## config.mk

```make
export PLATFORM = sky130hd
export DESIGN_NAME = serial_frame_rx
export DESIGN_NICKNAME = d
export VERILOG_FILES = /design/src/rtl/serial_frame_rx.sv
export SDC_FILE = /design/constraint.sdc
export NUM_CORES = 1
export LEC_CHECK = 0
export ABC_AREA = 1
export CORE_ASPECT_RATIO = 1.2
export CORE_MARGIN = 4
export CORE_UTILIZATION = 49
export CTS_CLUSTER_DIAMETER = 50
export DETAILED_ROUTE_END_ITERATION = 7
export GPL_TIMING_DRIVEN = 0
export PLACE_DENSITY = 0.79
export SLEW_MARGIN = 10
export SYNTH_ARGS = -nofsm -noshare
export SYNTH_HDL_FRONTEND = slang
export SYNTH_SLANG_ARGS = --single-unit
```

## constraint.sdc

```tcl
create_clock -name clk -period 2.34 [get_ports clk]
set_input_delay 0.468 -clock clk [delete_from_list [all_inputs] [get_ports clk]]
set_output_delay 0.468 -clock clk [all_outputs]
set_load 0.01 [all_outputs]
```

## src/rtl/serial_frame_rx.sv

```systemverilog
`default_nettype none
// ============================================================================
//  Module   : serial_frame_rx
//  Purpose  : Strobed serial-to-parallel frame receiver. A frame starts with
//             sof qualified by bit_en and carries FRAME_W data bits
//             (MSB- or LSB-first), optionally followed by one parity bit.
//             Completed frames are presented on a valid/ready output
//             register. If the consumer is still holding the previous frame,
//             the new frame is dropped and the sticky overrun flag is set.
//             The deserialiser never stalls.
//  Ports    : clk         - clock, rising edge
//             rst         - asynchronous reset, active low
//             ain         - serial data, sampled when bit_en=1
//             bit_en      - bit strobe
//             sof         - start of frame, qualified by bit_en
//             frame_data  - last completed frame
//             frame_valid - frame_data holds an unconsumed frame
//             frame_ready - consumer accepts the frame
//             parity_err  - parity error of the frame in frame_data
//             overrun     - sticky, a completed frame was dropped
//             abort       - one-cycle pulse, partial frame discarded
//             busy        - receiving (SHIFT or PAR)
//  Revision : 1.0 - initial release
// ============================================================================
module serial_frame_rx #(
    parameter int FRAME_W   = 44,
    parameter int MSB_FIRST = 1,
    parameter int PAR_EN    = 0,
    parameter int PAR_ODD   = 0
) (
    input  logic               clk,
    input  logic               rst,
    input  logic               ain,
    input  logic               bit_en,
    input  logic               sof,
    output logic [FRAME_W-1:0] frame_data,
    output logic               frame_valid,
    input  logic               frame_ready,
    output logic               parity_err,
    output logic               overrun,
    output logic               abort,
    output logic               busy
);

    localparam int               CNT_W    = $clog2(FRAME_W + 1);
    localparam logic [CNT_W-1:0] LAST_CNT = CNT_W'(FRAME_W - 1);

    typedef enum logic [1:0] {
        ST_IDLE  = 2'd0,
        ST_SHIFT = 2'd1,
        ST_PAR   = 2'd2
    } state_t;

    state_t             r_state;
    state_t             w_state_nxt;
    logic [FRAME_W-1:0] r_shift;
    logic [FRAME_W-1:0] w_shift_nxt;
    logic [CNT_W-1:0]   r_count;
    logic [CNT_W-1:0]   w_count_nxt;

    logic [FRAME_W-1:0] w_shift_in;   // shift register with ain appended
    logic [FRAME_W-1:0] w_first;      // shift register holding only data bit 0
    logic               w_done;
    logic [FRAME_W-1:0] w_done_data;
    logic               w_done_perr;
    logic               w_abort;

    // Shift direction decides where the first bit ends up after FRAME_W bits.
    generate
        if (MSB_FIRST != 0) begin : g_msb_first
            assign w_shift_in = {r_shift[FRAME_W-2:0], ain};
            assign w_first    = {{(FRAME_W-1){1'b0}}, ain};
        end else begin : g_lsb_first
            assign w_shift_in = {ain, r_shift[FRAME_W-1:1]};
            assign w_first    = {ain, {(FRAME_W-1){1'b0}}};
        end
    endgenerate

    always_comb begin
        w_state_nxt = r_state;
        w_shift_nxt = r_shift;
        w_count_nxt = r_count;
        w_done      = 1'b0;
        w_done_data = w_shift_in;
        w_done_perr = 1'b0;
        w_abort     = 1'b0;

        case (r_state)
            ST_IDLE: begin
                if (bit_en && sof) begin
                    w_shift_nxt = w_first;
                    w_count_nxt = CNT_W'(1);
                    w_state_nxt = ST_SHIFT;
                end
            end

            ST_SHIFT: begin
                if (bit_en) begin
                    if (sof) begin
                        // Restart: this strobe's bit is data bit 0 of a new frame.
                        w_abort     = 1'b1;
                        w_shift_nxt = w_first;
                        w_count_nxt = CNT_W'(1);
                    end else begin
                        w_shift_nxt = w_shift_in;
                        if (r_count == LAST_CNT) begin
                            if (PAR_EN != 0) begin
                                w_count_nxt = r_count + 1'b1;
                                w_state_nxt = ST_PAR;
                            end else begin
                                w_done      = 1'b1;
                                w_count_nxt = '0;
                                w_state_nxt = ST_IDLE;
                            end
                        end else begin
                            w_count_nxt = r_count + 1'b1;
                        end
                    end
                end
            end

            ST_PAR: begin
                if (bit_en) begin
                    if (sof) begin
                        w_abort     = 1'b1;
                        w_shift_nxt = w_first;
                        w_count_nxt = CNT_W'(1);
                        w_state_nxt = ST_SHIFT;
                    end else begin
                        w_done      = 1'b1;
                        w_done_data = r_shift;
                        w_done_perr = (^r_shift) ^ ain ^ (PAR_ODD != 0);
                        w_count_nxt = '0;
                        w_state_nxt = ST_IDLE;
                    end
                end
            end

            default: begin
                w_state_nxt = ST_IDLE;
                w_count_nxt = '0;
            end
        endcase
    end

    always_ff @(posedge clk or negedge rst) begin
        if (!rst) begin
            r_state <= ST_IDLE;
            r_shift <= '0;
            r_count <= '0;
        end else begin
            r_state <= w_state_nxt;
            r_shift <= w_shift_nxt;
            r_count <= w_count_nxt;
        end
    end

    // Output register. A completion loads when the register is empty or is
    // being consumed on this same edge; otherwise the new frame is dropped.
    always_ff @(posedge clk or negedge rst) begin
        if (!rst) begin
            frame_data  <= '0;
            frame_valid <= 1'b0;
            parity_err  <= 1'b0;
            overrun     <= 1'b0;
            abort       <= 1'b0;
        end else begin
            abort <= w_abort;
            if (w_done) begin
                if (!frame_valid || frame_ready) begin
                    frame_data  <= w_done_data;
                    parity_err  <= w_done_perr;
                    frame_valid <= 1'b1;
                end else begin
                    overrun <= 1'b1;
                end
            end else if (frame_valid && frame_ready) begin
                frame_valid <= 1'b0;
            end
        end
    end

    assign busy = (r_state != ST_IDLE);

endmodule
`default_nettype wire
```

After elaboration in Yosys (flattened, before gate mapping)
Index checks and enable logic that the tools add are counted.
W data, S select, Z words.
{"block": "classes", "addsub": 1, "n_eq_ne": 10, "muxes": 38, "n_bitwise": 2, "n_reduce_logical": 16}
{"operator": "$mux W44", "n": 8}
{"operator": "$pmux W44 S3", "n": 1}
{"operator": "$reduce_xor A44 Y1", "n": 1}
{"operator": "$mux W6", "n": 5}
{"operator": "$pmux W6 S3", "n": 1}
{"operator": "$mux W1", "n": 16}
{"operator": "$ne A2 B2 Y1 const B", "n": 6}
{"operator": "$mux W2", "n": 5}
{"operator": "$reduce_and A5 Y1", "n": 2}
{"operator": "$add A6 B1 Y6 const B", "n": 1}
{"operator": "$eq A6 B6 Y1 const B", "n": 1}
{"operator": "$pmux W2 S3", "n": 1}
{"operator": "$reduce_and A2 Y1", "n": 3}
{"operator": "$reduce_bool A2 Y1", "n": 2}
{"operator": "$reduce_and A3 Y1", "n": 1}
{"operator": "$reduce_bool A3 Y1", "n": 1}
{"operator": "$eq A2 B1 Y1 const B", "n": 1}
{"operator": "$eq A2 B2 Y1 const B", "n": 1}
{"operator": "$logic_and A1 B1 Y1", "n": 2}
{"operator": "$logic_not A2 Y1", "n": 1}
{"operator": "$ne A2 B1 Y1 const B", "n": 1}
{"operator": "$pmux W1 S2", "n": 1}
{"operator": "$reduce_or A2 Y1", "n": 1}
{"operator": "$logic_not A1 Y1", "n": 1}
{"operator": "other kinds (3)", "n": 3}
{"block": "totals", "reg_bits": 100, "inputBits": 6, "output_inout_bits": 49, "word_cells": 75}

Logic depth before layout (Yosys ltp)
Gate-level depths: netlist of the first run.
{"block": "logic_depth", "ltp_word": 7, "ltp_mapped": 7, "ltp_nobuf": 7}

Worst setup path after synthesis of the first run
No wires, ideal clock.
{"block": "synth_timing", "path_kind": "reg-to-reg", "from": "register r_count[0]", "to": "register frame_data[35]", "setup_ps": 117, "arrival_ps": 1221, "required_time_ps": 2223, "slack_ps": 1002, "stages_incl_launch_ff": 8, "n_path_buf": 1, "period_less_slack_ps": 1338, "cell_sequence": "dfrtp_1 ha_1 nand2_1 nor2_4 nand3_4 buf_6 nand2_1 nand2_1"}
{"block": "synth_via", "elab_chain_cells": 6}
{"item": "from (decl)", "line": "58", "source": "logic [CNT_W-1:0] r_count;"}
{"item": "from (signal assigned)", "line": "154", "source": "r_count <= w_count_nxt;"}
{"item": "$eq A6 B6 Y1", "line": "106", "source": "if (r_count == LAST_CNT) begin"}
{"item": "$mux W1", "line": "106"}
{"item": "$mux W1", "line": "99", "source": "if (sof) begin"}
{"item": "$mux W1", "line": "98", "source": "if (bit_en) begin"}
{"item": "$pmux W1 S2", "line": "88", "source": "case (r_state)"}
{"item": "$reduce_and A2 Y1 (no line)"}
{"item": "to (signal assigned)", "line": "171", "source": "frame_data <= w_done_data;"}
{"item": "to (decl)", "line": "36", "source": "output logic [FRAME_W-1:0] frame_data,"}
No other way between the ends.
A chain may end at the register's enable or synchronous reset.

Worst setup path in the final report of the first run
{"block": "layout_timing", "from": "register frame_data[3]", "to": "output port frame_data[3]"}
No word-level cell between the ends.

==> results of run 1 <==
[logic make-up after synthesis]
family,Yosys count
AOI/OAI and AO/OA,48
xor gates and xnor gates,1
DFF,97
and+or+nand+nor,173
buffers and inverters,79
adders and majority gates,1
other,1
[metal layers]
| layer | global-route usage | wire [µm] | up-vias |
|---|---|---|---|
| li1 | - | - | 1458 |
| met1 | 0.222 | 3320 | 1442 |
| met2 | 0.280 | 3790 | 84 |
| met3 | 0.0481 | 398 | 27 |
| met4 | 0.0942 | 297 | 0 |
| met5 | 0 | 0 | - |
[area by class of cell]
class,instances,area [µm²]
Fill cell,648,2980
Sequential cell,97,2430
Multi-Input combinational cell,224,1130
Timing Repair Buffer,54,556
Inverter,51,191
Buffer,28,183
Clock buffer,11,141
Tap cell,92,115
Clock inverter,4,28.8
[cell usage after synthesis]
cell type	instances
nand2_1	115
dfrtp_1	97
inv_1	49
nand4_1	46
o22ai_1	41
buf_2	11
buf_6	8
clkbuf_1	6
nand3_1	5
buf_1	2
inv_2	2
nor2_1	2
nor2_2	2
o21ai_0	2
o21ai_1	2
o21bai_1	2
buf_4	1
conb_1	1
ha_1	1
nand3_2	1
nand3_4	1
nor2_4	1
o211ai_1	1
xor2_1	1
[through the flow]
step,instances,utilization
detailed placement,546,0.593
finish,561,0.615
CTS,561,0.615
global placement,545,0.590
floorplan,400,-
global route,561,0.615
[power by group through the flow]
stage | sequential (mW) | clock, mW | combinational (mW)
after floorplan | 1.73 | 0 | 0.0752
after global placement | 1.74 | 0 | 0.136
after detailed placement | 1.74 | 0 | 0.145
after CTS | 1.70 | 0.996 | 0.145
after global routing | 1.71 | 1.07 | 0.162
final | 1.70 | 0.974 | 0.142
[worst max path at each step]
stage                                       endpoint                      start
after global placement    frame_data[28]$_DFFE_PN0P_                        rst
after global routing                            busy     r_state[0]$_DFFE_PN0P_
final                                  frame_data[3]  frame_data[3]$_DFFE_PN0P_
after detailed placement  frame_data[41]$_DFFE_PN0P_                frame_ready
after CTS                              frame_data[3]  frame_data[3]$_DFFE_PN0P_
after floorplan           frame_data[35]$_DFFE_PN0P_     r_count[0]$_DFFE_PN0P_
[sequential cells by signal, indices dropped and copies added (netlist names)]
signal and cells:
r_count 6, frame_data 44, overrun 1, abort 1
r_shift 43, r_state 1, frame_valid 1
==> flow_metrics.tcl, run 1 <==
set metrics [dict create \
    report.final.slew_viol_count 0 \
    rsz0062_at_grt "no" \
    avgRoutedWirePerCell_um 13.9 \
    synth_fa_ha_area_frac 0.00318 \
    r2r-start "r_count[0]$_DFFE_PN0P_" \
    synth_compound_area_frac 0.0761 \
    crit_family "buffers and inverters" \
    crit_chain "clkdlybuf4s50_1" \
    status "completed" \
    r2r_cells 7 \
    path_buf_inv 1 \
    synth_fp_nets 407 \
    postCtsSetupBuffers 0 \
    place_ws_ps 264 \
    pwr-share-clk 0.345 \
    synth_top_family_by_area "simple AND/OR/NAND/NOR gates" \
    grt_pass1_wl_um 13600 \
    yosys.area.top_type "dfrtp_1" \
    row_count 35 \
    synthXorXnorAreaFrac 0.00223 \
    initial_core_util 0.507 \
    swShare 0.240 \
    first_iter_violations 158 \
    powerDensity_nw_per_um2 591 \
    setup_viol 0 \
    wl_um 7810 \
    drt.antenna.violating_nets 0 \
    critPathArrivalTime_ps 1310 \
    gp_congestion 0.803 \
    synth_area_leaders "dfrtp_1 (62%), nand2_1 (11%), nand4_1 (7.3%)" \
    fp.dieH_um 106 \
    clock_sink_count 97 \
    hold_viol 0 \
    max-slew-margin-rel 0.616 \
    period_share 0.761 \
    grtUsageTotal 0.177 \
    diodes 0 \
    max_clock_freq_mhz 562 \
    yosysWarnings 0 \
    layout.nets 472 \
    die_w_um 89.7 \
    antenna_found_initial 0 \
    intPower_mw 2.14 \
    crit_fanout 2 \
    r2r-end "frame_data[33]$_DFFE_PN0P_" \
    vias_per_cell 5.37 \
    hold_slack_ps 102 \
    cts_max_path_buffers 2 \
    dp_hpwl_um 5550 \
    syn_avg_cell_area_um2 9.82 \
    final_common_cell "nand2_1" \
    grt_pass1_vias 2962 \
    dr.pass1.iters 5 \
    area_growth_pct 21.4 \
    synth_seq_area_share 0.618 \
    layout-drive-gt1-share 0.0917 \
    grt_max_degree 54 \
    die_area_um2 9520 \
    yosys.area.top_type_share 0.618 \
    switchingPower_mw 0.676 \
    clk_pin_slew_ps 90 \
    vdd_ir_drop_max_v 0.000303 \
    cp-start-kind "register" \
    insertion_delay_ps 370 \
    ys_ff_latch 97 \
    total_power_mw 2.82 \
    skew_ps 11.0 \
    clockRootBuffer "clkbuf_8" \
    worstMarginPinSlew_ps 576 \
    setup_slack_ps 559 \
    via_count 3011 \
    crit_slowest_cell "clkdlybuf4s50_1" \
    cts_tree "built" \
    core_um2 7750 \
    synthSimpleGateAreaFrac 0.204 \
    overflow 0 \
    holdBufCountCts 0 \
    cts_buffers 9 \
    numPortBuffers 53 \
    synth_area_um2 3930 \
    min_path_type "primary input to asynchronous set/reset pin" \
    design_area_um2 4770 \
    ys_types 24 \
    pin_count 55 \
    syn_inst 400 \
    dpl_cell_area_um2 4600 \
    synthMuxAreaShare 0 \
    combPwrFrac 0.050 \
    critPathRequiredTime_ps 1870 \
    crit_type "register to primary output" \
    final_cell_mix "nand2_1 (115), dfrtp_1 (97), clkdlybuf4s50_1 (52)" \
    tns_ps 0 \
    seq_power_share 0.604 \
    cp.depth 1 \
    regToRegSetupSlack_ps 790 \
    htree_levels 3 \
    critPathCaptureType "primary output" \
    drc_errors 0 \
    leakagePower_nw 2.31 \
    critPathMaxStageDelay_ps 560 \
    maxCapViolations 0 \
    min_period_ps 1780 \
    cts.repair.resized 0 \
]
Power figures use the tool's default switching activity.
==> run 2, diff against run 1 <==
--- a/config.mk
+++ b/config.mk
@@ -12,7 +12,7 @@
 export CTS_CLUSTER_DIAMETER = 50
 export DETAILED_ROUTE_END_ITERATION = 7
 export GPL_TIMING_DRIVEN = 0
-export PLACE_DENSITY = 0.79
+export PLACE_DENSITY = 0.82
 export SLEW_MARGIN = 10
 export SYNTH_ARGS = -nofsm -noshare
 export SYNTH_HDL_FRONTEND = slang
==> constraint.sdc (replaced) <==
create_clock -name clk -period 1.5 [get_ports clk]
set_input_delay 0.3 -clock clk [delete_from_list [all_inputs] [get_ports clk]]
set_output_delay 0.3 -clock clk [all_outputs]
set_load 0.01 [all_outputs]
==> run 2 against run 1 <==
Against the previous run: final cell count increased by 1.4%; global-route usage is 0.88 points higher; die area unchanged; design area up 1.7%; total power grew 65%; count of clock-buffer cells in the layout unchanged; critical endpoint is now frame_data[33]$_DFFE_PN0P_; register-to-register slack worse by 720 ps.
==> flow_metrics.tcl, run 2 (synthesis gave the netlist of run 1 again) <==
set metrics [dict create \
    fp.dieH_um 106 \
    clock_sink_count 97 \
    die_w_um 89.7 \
    top_layer_used "met4" \
    critPathCaptureType "register" \
    row_count 35 \
    maxCapViolations 0 \
    status "completed" \
    setup_slack_ps 69.1 \
    wl_met1_um 3670 \
    insertion_delay_ps 360 \
    layout-drive-gt1-share 0.126 \
    whs_path_depth 4 \
    min_path_type "primary input to register" \
    vias_per_cell 5.41 \
    gp_congestion 0.815 \
    dpl_cell_area_um2 4600 \
    path_buf_inv 2 \
    grtUsageTotal 0.185 \
    critPathArrivalTime_ps 1720 \
    cp.depth 7 \
    cts_tree "built" \
    leakagePower_nw 2.61 \
    crit_type "register to register" \
    period_share 0.954 \
    final_common_cell "nand2_1" \
    worstMarginPinSlew_ps 558 \
    route.met3.wl_um 329 \
    total_power_mw 4.64 \
    min_period_ps 1430 \
    layout.nets 480 \
    vdd_ir_drop_max_v 0.000463 \
    largestRegisters "frame_data: 44 flops, r_shift: 43 flops, r_count: 6 flops" \
    design_area_um2 4850 \
    clockRootBuffer "clkbuf_8" \
    report.final.slew_viol_count 0 \
    cp-start-kind "register" \
    first_iter_violations 228 \
    antenna_found_initial 0 \
    cts_buffers 9 \
    area_growth_pct 23.5 \
    rsz0062_at_grt "yes" \
    grt_max_degree 57 \
    largest_reg_flops 44 \
    overflow 0 \
    avgRoutedWirePerCell_um 14.9 \
    drt.antenna.violating_nets 0 \
    place_ws_ps -391 \
    diodes 0 \
    dr_wl_met2_um 4330 \
    skew_ps 10.8 \
    grt_pass1_wl_um 14300 \
    dp_hpwl_um 5750 \
    dr.pass1.iters 4 \
    hold_viol 0 \
    critPathMaxStageDelay_ps 430 \
    pin_count 55 \
    critical_path.most_common_cell "nand2_1" \
    core_um2 7750 \
    crit_chain "ha_4 > nand2_1 > nor2_4 > buf_8 > buf_6 > nand4_1 > nand2_1" \
    max-slew-margin-rel 0.628 \
    htree_levels 3 \
    clk_pin_slew_ps 90 \
    critPathRequiredTime_ps 1790 \
    drc_errors 0 \
    setup_viol 0 \
    initial_core_util 0.507 \
    crit_slowest_cell "dfrtp_1" \
    r2r_cells 7 \
    die_area_um2 9520 \
    cts_max_path_buffers 2 \
    powerDensity_nw_per_um2 957 \
    via_count 3081 \
    numPortBuffers 53 \
    crit_family "simple AND/OR/NAND/NOR gates" \
    largest_register "frame_data" \
    max_clock_freq_mhz 699 \
    grt_pass1_vias 2986 \
    crit_fanout 10 \
    final_cell_mix "nand2_1 (113), dfrtp_1 (97), inv_1 (49)" \
    wl_um 8500 \
]
run 2: report_power, final:
group          switching (mW)  total [mW]  internal (mW)
clock network           0.866        1.72          0.856
registers              0.0233        2.66           2.63
logic                   0.172       0.262         0.0894
total                    1.06        4.64           3.58
run 2: per-layer routing:
| layer | vias up | GRT usage |
|---|---|---|
| met5 | - | 0 |
| met4 | 0 | 0.0679 |
| met3 | 14 | 0.0354 |
| met2 | 66 | 0.312 |
| met1 | 1513 | 0.240 |
| li1 | 1488 | - |
run 2: stage by stage:
| stage | utilization | instances | hold WS [ps] | setup TNS (ps) |
|---|---|---|---|---|
| after floorplan | - | 400 | 4.41 | 0 |
| after global placement | 0.590 | 545 | 454 | -334780 |
| after global routing | 0.626 | 569 | 329 | -141 |
| after detailed placement | 0.593 | 546 | 327 | -28000 |
| final | 0.626 | 569 | 288 | 0 |
| after CTS | 0.615 | 563 | 471 | 0 |
run 2: path summary, 6_finish.rpt:
check / slack, ps / start / to
min in group asynchronous: 470 / rst / r_shift[7]$_DFFE_PN0P_
max in group asynchronous: 390 / rst / r_shift[1]$_DFFE_PN0P_
min reg2reg: 470 / frame_data[29]$_DFFE_PN0P_ / frame_data[29]$_DFFE_PN0P_
max reg2reg: 70 / r_count[1]$_DFFE_PN0P_ / frame_data[33]$_DFFE_PN0P_
max: 70 / r_count[1]$_DFFE_PN0P_ / frame_data[33]$_DFFE_PN0P_
min: 290 / bit_en / r_state[0]$_DFFE_PN0P_
run 2: worst reg2reg max path, delay by kind of cell, from the launching register on:
kind          cells  cell delay, ps
fa+ha+maj         1             170
buf+inv           2             310
flops             1             430
simple gates      4             450
run 2: repair_timing:
| item | CTS | global route |
|---|---|---|
| hold endpoints to repair | 41 | 0 |
| hold buffers | 1 | 0 |
| gates cloned | 0 | 2 |
| pin swaps | 0 | 5 |
| endpoints found under the setup margin | 88 | 85 |
| gates resized for setup | 50 | 20 |
| setup buffers | 1 | 4 |
run 2: cell type report:
type,instances,area (µm²)
multi-input combinational,225,1160
tap,92,115
clock inverter,4,51.3
clock buffer,11,151
inverter,51,191
buffer,28,204
timing repair buffer,61,551
sequential,97,2430
fill,637,2900
